**src/rtl/qspi_pkg.sv**
```systemverilog
// Shared types, constants and helpers for the QSPI memory controller.
package qspi_pkg;

    typedef enum logic [2:0] {
        ST_IDLE,
        ST_CMD,
        ST_ADDR,
        ST_MODE,
        ST_DUMMY,
        ST_DATA,
        ST_DESEL
    } state_e;

    typedef enum logic [1:0] {
        DEV_FLASH,
        DEV_RAM_A,
        DEV_RAM_B
    } dev_e;

    // Active-low select vectors, bit order {ram_b, ram_a, flash}
    localparam logic [2:0] SEL_NONE  = 3'b111;
    localparam logic [2:0] SEL_FLASH = 3'b110;
    localparam logic [2:0] SEL_RAM_A = 3'b101;
    localparam logic [2:0] SEL_RAM_B = 3'b011;

    localparam logic [7:0] CMD_READ  = 8'h0B;
    localparam logic [7:0] CMD_WRITE = 8'h02;

    // Nibble counter width; must hold READ_SKEW + 8
    localparam int CNT_W = 6;

    localparam logic [CNT_W-1:0] NIB_CMD   = CNT_W'(2);
    localparam logic [CNT_W-1:0] NIB_ADDR  = CNT_W'(6);
    localparam logic [CNT_W-1:0] NIB_MODE  = CNT_W'(2);
    localparam logic [CNT_W-1:0] NIB_DESEL = CNT_W'(2);

    // Top two address bits pick the device; 00 and 01 both map to flash
    function automatic dev_e decode_dev(input logic [1:0] top);
        dev_e dev;
        case (top)
            2'b10:   dev = DEV_RAM_A;
            2'b11:   dev = DEV_RAM_B;
            default: dev = DEV_FLASH;
        endcase
        return dev;
    endfunction

    function automatic logic [2:0] dev_select(input dev_e dev);
        logic [2:0] sel;
        case (dev)
            DEV_RAM_A: sel = SEL_RAM_A;
            DEV_RAM_B: sel = SEL_RAM_B;
            default:   sel = SEL_FLASH;
        endcase
        return sel;
    endfunction

    // Data-phase nibble count; the illegal length 2 behaves as a word
    function automatic logic [CNT_W-1:0] data_nibbles(input logic [1:0] len);
        logic [CNT_W-1:0] n;
        case (len)
            2'd0:    n = CNT_W'(2);
            2'd1:    n = CNT_W'(4);
            default: n = CNT_W'(8);
        endcase
        return n;
    endfunction

    function automatic logic [31:0] byte_swap(input logic [31:0] v);
        return {v[7:0], v[15:8], v[23:16], v[31:24]};
    endfunction

    // The shift register collects byte 0 first (most significant of the
    // collected bytes); reorder into little-endian with unused bytes zero.
    function automatic logic [31:0] assemble(input logic [31:0] sr, input logic [1:0] len);
        logic [31:0] r;
        case (len)
            2'd0:    r = {24'h0, sr[7:0]};
            2'd1:    r = {16'h0, sr[7:0], sr[15:8]};
            default: r = byte_swap(sr);
        endcase
        return r;
    endfunction

endpackage

```
**src/rtl/qspi_nibble_shifter.sv**
```systemverilog
// 32-bit nibble shift/assemble register with a nibble counter.
// Shifting moves data toward the top nibble (the one on the bus);
// capture shifts a received nibble in at the bottom. Load clears the count.
module qspi_nibble_shifter
    import qspi_pkg::*;
(
    input  logic             clk,
    input  logic             rstn,
    input  logic             load_i,
    input  logic [31:0]      load_val_i,
    input  logic             shift_i,
    input  logic             capture_i,
    input  logic [3:0]       nib_i,
    output logic [31:0]      data_o,
    output logic [CNT_W-1:0] cnt_o
);

    logic [31:0]      sr_q, sr_d;
    logic [CNT_W-1:0] cnt_q, cnt_d;

    // Next-state: load has priority, then capture, then plain shift
    always_comb begin
        sr_d  = sr_q;
        cnt_d = cnt_q;
        if (load_i) begin
            sr_d  = load_val_i;
            cnt_d = '0;
        end else if (capture_i) begin
            sr_d  = {sr_q[27:0], nib_i};
            cnt_d = cnt_q + CNT_W'(1);
        end else if (shift_i) begin
            sr_d  = {sr_q[27:0], 4'h0};
            cnt_d = cnt_q + CNT_W'(1);
        end
    end

    // State register with synchronous active-low reset
    always_ff @(posedge clk) begin
        if (!rstn) begin
            sr_q  <= '0;
            cnt_q <= '0;
        end else begin
            sr_q  <= sr_d;
            cnt_q <= cnt_d;
        end
    end

    assign data_o = sr_q;
    assign cnt_o  = cnt_q;

endmodule

```
**src/rtl/qspi_mem_ctrl.sv**
```systemverilog
// Quad-SPI master: turns CPU byte/half/word requests into flash (continuous
// read) and RAM A/B transactions. qspi_clk runs at clk/2; every bus change
// and every input sample happens in the clk cycle that drives qspi_clk 1->0.
module qspi_mem_ctrl
    import qspi_pkg::*;
#(
    parameter int         DUMMY_NIBBLES = 4,
    parameter int         READ_SKEW     = 1,
    parameter logic [7:0] MODE_BITS     = 8'hA0
) (
    input  logic        clk,
    input  logic        rstn,
    input  logic [24:0] req_addr,
    input  logic        req_read,
    input  logic        req_write,
    input  logic [1:0]  req_len,
    input  logic [31:0] req_wdata,
    output logic        ready,
    output logic [31:0] rdata,
    output logic        rdata_valid,
    output logic        err,
    output logic        qspi_clk,
    output logic [3:0]  qspi_data_out,
    output logic [3:0]  qspi_data_oe,
    input  logic [3:0]  qspi_data_in,
    output logic        qspi_flash_select,
    output logic        qspi_ram_a_select,
    output logic        qspi_ram_b_select
);

    localparam logic [CNT_W-1:0] DUMMY_LAST = CNT_W'(DUMMY_NIBBLES - 1);
    localparam logic [CNT_W-1:0] SKEW_CNT   = CNT_W'(READ_SKEW);

    state_e      state_q, state_d;
    dev_e        dev_q, dev_d;
    logic [1:0]  len_q, len_d;
    logic        rd_q, rd_d;
    logic [22:0] addr_q, addr_d;
    logic [31:0] wdata_q, wdata_d;
    logic        qclk_q, qclk_d;
    logic        oe_q, oe_d;
    logic [2:0]  sel_q, sel_d;
    logic [31:0] rdata_q, rdata_d;
    logic        rvalid_q, rvalid_d;
    logic        err_q, err_d;

    logic             sh_load, sh_shift, sh_capture;
    logic [31:0]      sh_val;
    logic [31:0]      sh_data;
    logic [CNT_W-1:0] cnt;
    logic [CNT_W-1:0] data_last_rd;
    logic [CNT_W-1:0] data_last_wr;
    logic [31:0]      captured;
    dev_e             req_dev;

    qspi_nibble_shifter u_shifter (
        .clk        (clk),
        .rstn       (rstn),
        .load_i     (sh_load),
        .load_val_i (sh_val),
        .shift_i    (sh_shift),
        .capture_i  (sh_capture),
        .nib_i      (qspi_data_in),
        .data_o     (sh_data),
        .cnt_o      (cnt)
    );

    assign req_dev      = decode_dev(req_addr[24:23]);
    assign data_last_wr = data_nibbles(len_q) - CNT_W'(1);
    assign data_last_rd = SKEW_CNT + data_last_wr;
    // Value the register will hold once the final read nibble is captured
    assign captured     = {sh_data[27:0], qspi_data_in};

    // Transaction sequencer: next state, shifter controls and bus outputs
    always_comb begin
        state_d    = state_q;
        dev_d      = dev_q;
        len_d      = len_q;
        rd_d       = rd_q;
        addr_d     = addr_q;
        wdata_d    = wdata_q;
        qclk_d     = 1'b0;
        oe_d       = oe_q;
        sel_d      = sel_q;
        rdata_d    = rdata_q;
        rvalid_d   = 1'b0;
        err_d      = 1'b0;
        sh_load    = 1'b0;
        sh_val     = '0;
        sh_shift   = 1'b0;
        sh_capture = 1'b0;

        unique case (state_q)
            ST_IDLE: begin
                oe_d  = 1'b0;
                sel_d = SEL_NONE;
                if (req_read || req_write) begin
                    if (!req_read && req_dev == DEV_FLASH) begin
                        // Flash is read-only: reject without touching the bus
                        err_d = 1'b1;
                    end else begin
                        dev_d   = req_dev;
                        len_d   = req_len;
                        rd_d    = req_read;
                        addr_d  = req_addr[22:0];
                        wdata_d = req_wdata;
                        sel_d   = dev_select(req_dev);
                        oe_d    = 1'b1;
                        sh_load = 1'b1;
                        if (req_dev == DEV_FLASH) begin
                            // Continuous-read flash needs no command byte
                            state_d = ST_ADDR;
                            sh_val  = {1'b0, req_addr[22:0], 8'h00};
                        end else begin
                            state_d = ST_CMD;
                            sh_val  = {(req_read ? CMD_READ : CMD_WRITE), 24'h0};
                        end
                    end
                end
            end

            ST_CMD: begin
                qclk_d = ~qclk_q;
                if (qclk_q) begin
                    if (cnt == NIB_CMD - CNT_W'(1)) begin
                        state_d = ST_ADDR;
                        sh_load = 1'b1;
                        sh_val  = {1'b0, addr_q, 8'h00};
                    end else begin
                        sh_shift = 1'b1;
                    end
                end
            end

            ST_ADDR: begin
                qclk_d = ~qclk_q;
                if (qclk_q) begin
                    if (cnt == NIB_ADDR - CNT_W'(1)) begin
                        sh_load = 1'b1;
                        if (dev_q == DEV_FLASH) begin
                            state_d = ST_MODE;
                            sh_val  = {MODE_BITS, 24'h0};
                        end else if (rd_q) begin
                            state_d = ST_DUMMY;
                            oe_d    = 1'b0;
                        end else begin
                            // Byte 0 moves to the top so it leaves first
                            state_d = ST_DATA;
                            sh_val  = byte_swap(wdata_q);
                        end
                    end else begin
                        sh_shift = 1'b1;
                    end
                end
            end

            ST_MODE: begin
                qclk_d = ~qclk_q;
                if (qclk_q) begin
                    if (cnt == NIB_MODE - CNT_W'(1)) begin
                        state_d = ST_DUMMY;
                        oe_d    = 1'b0;
                        sh_load = 1'b1;
                    end else begin
                        sh_shift = 1'b1;
                    end
                end
            end

            ST_DUMMY: begin
                qclk_d = ~qclk_q;
                if (qclk_q) begin
                    if (cnt == DUMMY_LAST) begin
                        // Clears the register so read bytes assemble from zero
                        state_d = ST_DATA;
                        sh_load = 1'b1;
                    end else begin
                        sh_shift = 1'b1;
                    end
                end
            end

            ST_DATA: begin
                qclk_d = ~qclk_q;
                if (qclk_q) begin
                    if (rd_q) begin
                        if (cnt < SKEW_CNT) begin
                            // Skew periods shift zeros, keeping the register clean
                            sh_shift = 1'b1;
                        end else if (cnt == data_last_rd) begin
                            state_d  = ST_DESEL;
                            sel_d    = SEL_NONE;
                            rvalid_d = 1'b1;
                            rdata_d  = assemble(captured, len_q);
                            sh_load  = 1'b1;
                        end else begin
                            sh_capture = 1'b1;
                        end
                    end else begin
                        if (cnt == data_last_wr) begin
                            state_d = ST_DESEL;
                            sel_d   = SEL_NONE;
                            oe_d    = 1'b0;
                            sh_load = 1'b1;
                        end else begin
                            sh_shift = 1'b1;
                        end
                    end
                end
            end

            ST_DESEL: begin
                // Hold CS high for the minimum deselect time
                sel_d = SEL_NONE;
                oe_d  = 1'b0;
                if (cnt == NIB_DESEL - CNT_W'(1)) begin
                    state_d = ST_IDLE;
                end else begin
                    sh_shift = 1'b1;
                end
            end

            default: begin
                state_d = ST_IDLE;
                sel_d   = SEL_NONE;
                oe_d    = 1'b0;
            end
        endcase
    end

    // State and output registers with synchronous active-low reset
    always_ff @(posedge clk) begin
        if (!rstn) begin
            state_q  <= ST_IDLE;
            dev_q    <= DEV_FLASH;
            len_q    <= 2'd0;
            rd_q     <= 1'b0;
            addr_q   <= '0;
            wdata_q  <= '0;
            qclk_q   <= 1'b0;
            oe_q     <= 1'b0;
            sel_q    <= SEL_NONE;
            rdata_q  <= '0;
            rvalid_q <= 1'b0;
            err_q    <= 1'b0;
        end else begin
            state_q  <= state_d;
            dev_q    <= dev_d;
            len_q    <= len_d;
            rd_q     <= rd_d;
            addr_q   <= addr_d;
            wdata_q  <= wdata_d;
            qclk_q   <= qclk_d;
            oe_q     <= oe_d;
            sel_q    <= sel_d;
            rdata_q  <= rdata_d;
            rvalid_q <= rvalid_d;
            err_q    <= err_d;
        end
    end

    assign ready             = (state_q == ST_IDLE);
    assign rdata             = rdata_q;
    assign rdata_valid       = rvalid_q;
    assign err               = err_q;
    assign qspi_clk          = qclk_q;
    assign qspi_data_oe      = {4{oe_q}};
    assign qspi_data_out     = oe_q ? sh_data[31:28] : 4'h0;
    assign qspi_flash_select = sel_q[0];
    assign qspi_ram_a_select = sel_q[1];
    assign qspi_ram_b_select = sel_q[2];

endmodule

```
**config.mk**
```make
export PLATFORM = sky130hd
export DESIGN_NAME = qspi_mem_ctrl
export DESIGN_NICKNAME = d
export VERILOG_FILES = /design/src/rtl/qspi_pkg.sv /design/src/rtl/qspi_nibble_shifter.sv /design/src/rtl/qspi_mem_ctrl.sv
export SDC_FILE = /design/constraint.sdc
export NUM_CORES = 1
export LEC_CHECK = 0
export ABC_AREA = 1
export CAP_MARGIN = 40
export CORE_MARGIN = 2
export CORE_UTILIZATION = 30
export CTS_CLUSTER_SIZE = 10
export DETAILED_ROUTE_END_ITERATION = 10
export PLACE_DENSITY = 0.56
export SYNTH_ARGS = -nofsm -noshare
export SYNTH_HDL_FRONTEND = slang
export SYNTH_SLANG_ARGS = --single-unit
```
**constraint.sdc**
```tcl
create_clock -name clk -period 2.85 [get_ports clk]
set_clock_uncertainty 0.2 [all_clocks]
set_input_delay 0.4275 -clock clk [delete_from_list [all_inputs] [get_ports clk]]
set_output_delay 0.4275 -clock clk [all_outputs]
set_load 0.03 [all_outputs]
```
==> results.ini <==
[clock_network]
cts_root_buf = clkbuf_16
htreeDepth = 4
clk_pin_slew_worst_paths_ps = 60
cts_tree = done
ctsHoldBuffers = 0
insertion_delay_ps = 420
clk_path_buf_depth = 2
cts_setup_buffers = 0
cts_resized = 0
cts_sinks = 140
cts_made_buffers = 17

[power]
intPower_mw = 4.61
p_switching_mw = 2.53
swShare_pct = 35.4
peakVddDrop_mv = 0.447
pwr-share-seq_pct = 35.2
pwr-share-clk_pct = 34.5
total_leakage_power_nw = 3.44
p_comb_share_pct = 30.3
p_per_area_mw_per_mm2 = 826

[setup_path]
reg2reg_setup_slack_ps = 260
slowest_delay_ps = 690
path_max_fanout = 9
crit_chain = nor2_1 > nand2_2 > inv_1 > clkdlybuf4s50_1
arrival_ps = 1980
end_kind = output pin
r2r_end = u_shifter.data_o[8]
cp_slowest_cell = clkdlybuf4s50_1
reg2reg_depth = 15
worstPathRequired_ps = 2220
start_kind = flop
rr_startpoint = len_q[1]
path_class = flop to output pin

[logic_synthesis]
yosysTopAreaCellShare_pct = 42.9
yosysTopAreaCell = dfxtp_1
syn_inst = 925
synth_area_per_cell_sq_um = 7.07
synth_cell_types = 36
yosysWarnings = 0
synth.area.top_cells = dfxtp_1, nor2_1, nand2_1
ys_ff_latch = 140
syn-cell-area_sq_mm = 0.00654
syn-num-nets = 997
synth.yosys.seq_area_share_pct = 42.9

[global_routing]
use_met1_pct = 27.8
grt_overflow_total = 0
met2_usage_pct = 25.0
met3_usage_pct = 3.44
grt_start_max_net_pins = 51
grt.busiest_layer = met1
first_global_vias = 5802
antenna_found_initial = 0
grt.total_usage_pct = 18.1
grt_pass1_wl_mm = 32.1

[timing]
relSlewSlack_pct = 55.5
fmaxAchievable_mhz = 383
final.period_utilization_pct = 91.6
slew_viol_final = 0
setup_viol = 0
worst_pin_slew_ps = 661
fin_tns_setup_ps = 0
hold_viol = 0
rsz0062_at_grt = no
min_period_ps = 2610

[drt]
avgRoutedWirePerCell_um = 15.5
routed_via_density = 4.99
first_iter_violations = 462
vias = 6574
drc = 0
totalWireLength_mm = 20.5
firstDrtPassIters = 5
detail-route-antenna-nets = 0

[floorplan]
start_util_pct = 30.2
core_sq_mm = 0.0216
boundaryPins = 114
dieArea_sq_mm = 0.0230
rows = 54
die_w_um = 152
die_h_um = 152

[cells_and_area]
final_common_cell = nor2_1
nNetsFinal = 1097
final_cells = 1318
final_cell_mix = nor2_1, nand2_1, dfxtp_1
area_growth_pct = 32.1
fill_cells = 2294
num_antenna_cells = 0
drive_above_1_share_pct = 8.38

[flow_run]
max-cap-violations = 0

[hold_path]
min_from = rstn
worstHoldPathCells = 3
hold_path_end = wdata_q[25]
min_path_type = primary input to flop

[placement]
numPortBuffers = 113
dp.final_hpwl_mm = 14.7
gp_congestion = 0.876
placed_cells = 1286

[outcome]
status = finished clean

==> power groups by stage <==
stage                     clock network [mW]  registers (mW)  logic [mW]
after floorplan                            0            2.50        1.47
after global placement                     0            2.54        2.13
after detailed placement                   0            2.55        2.15
after CTS                               2.51            2.51        2.15
after global routing                    2.60            2.55        2.41
final                                   2.46            2.51        2.16
==> stage by stage <==
stage	total power, mW	cell area, sq um	hold WS, ps	worst slack [ps]	utilization [%]
global route	7.56	8640	258	44.4	39.9
finish	7.14	8640	229	240	39.9
detailed placement	4.70	7980	246	173	36.9
global placement	4.68	7980	238	232	36.9
CTS	7.17	8640	206	218	39.9
floorplan	3.97	6540	230	427	-
==> per-layer routing <==
metal  wire length (um)  share of wire [%]
met4                389                1.9
met2               8350                 41
met1              10600                 52
met3               1160                5.7
met5                  0                  0
==> cell type report <==
cell class,count,area (sq um),share of cell area (%)
clock inverters,13,213,2.46
multi-input cells,638,3140,36.3
flip-flops and latches,140,2800,32.4
clock buffers,19,443,5.13
well taps,280,350,4.06
inverters,86,323,3.74
repair buffers,142,1370,15.8
==> flip-flops by register name, summed over array words and instances (netlist names), 2 cells and up <==
signal and count:
rdata 32, addr_q 23, state_q 3, len_q 2, u_shifter.data_o 32, sel_q 3, dev_q 2, u_shifter.cnt_o 6
wdata_q 32
==> worst max-delay path, delay by kind of cell, from the launching register on <==
| family | cells | cell delay [ps] |
|---|---|---|
| flops | 1 | 350 |
| buf+inv | 2 | 850 |
| simple gates | 2 | 370 |
==> logic make-up after synthesis <==
| kind of cell | synth area share [%] |
|---|---|
| buf+inv | 9.20 |
| flops | 42.9 |
| compound gates | 18.7 |
| xor+xnor | 0.402 |
| simple gates | 27.9 |
| fa+ha+maj | 0.957 |
==> cells in the mapped netlist (all sizes together) <==
library cell / n
nor4: 1
and2: 1
o221ai: 1
a211oi: 11
nand3b: 1
a311oi: 8
nand3: 54
clkbuf: 37
o211ai: 5
inv: 84
nor3: 26
o2111ai: 2
dfxtp: 140
clkinv: 2
a21oi: 95
nand2: 147
nand4: 34
ha: 5
a221oi: 14
xor2: 2
xnor2: 1
o21ai: 72
nor2: 154
buf: 24
o41ai: 4
==> worst max path at each step <==
stage	from	to	slack, ps	cells after the start
2_1_floorplan	len_q[0]	u_shifter.data_o[16]	430	19
3_3_place_gp	req_addr[24]	u_shifter.data_o[16]	230	14
3_5_place_dp	req_addr[24]	u_shifter.data_o[24]	170	14
4_1_cts	state_q[0]	ready	220	4
5_1_grt	len_q[0]	u_shifter.data_o[18]	40	15
6_report	state_q[0]	ready	240	4
Power figures use the tool's default switching activity.
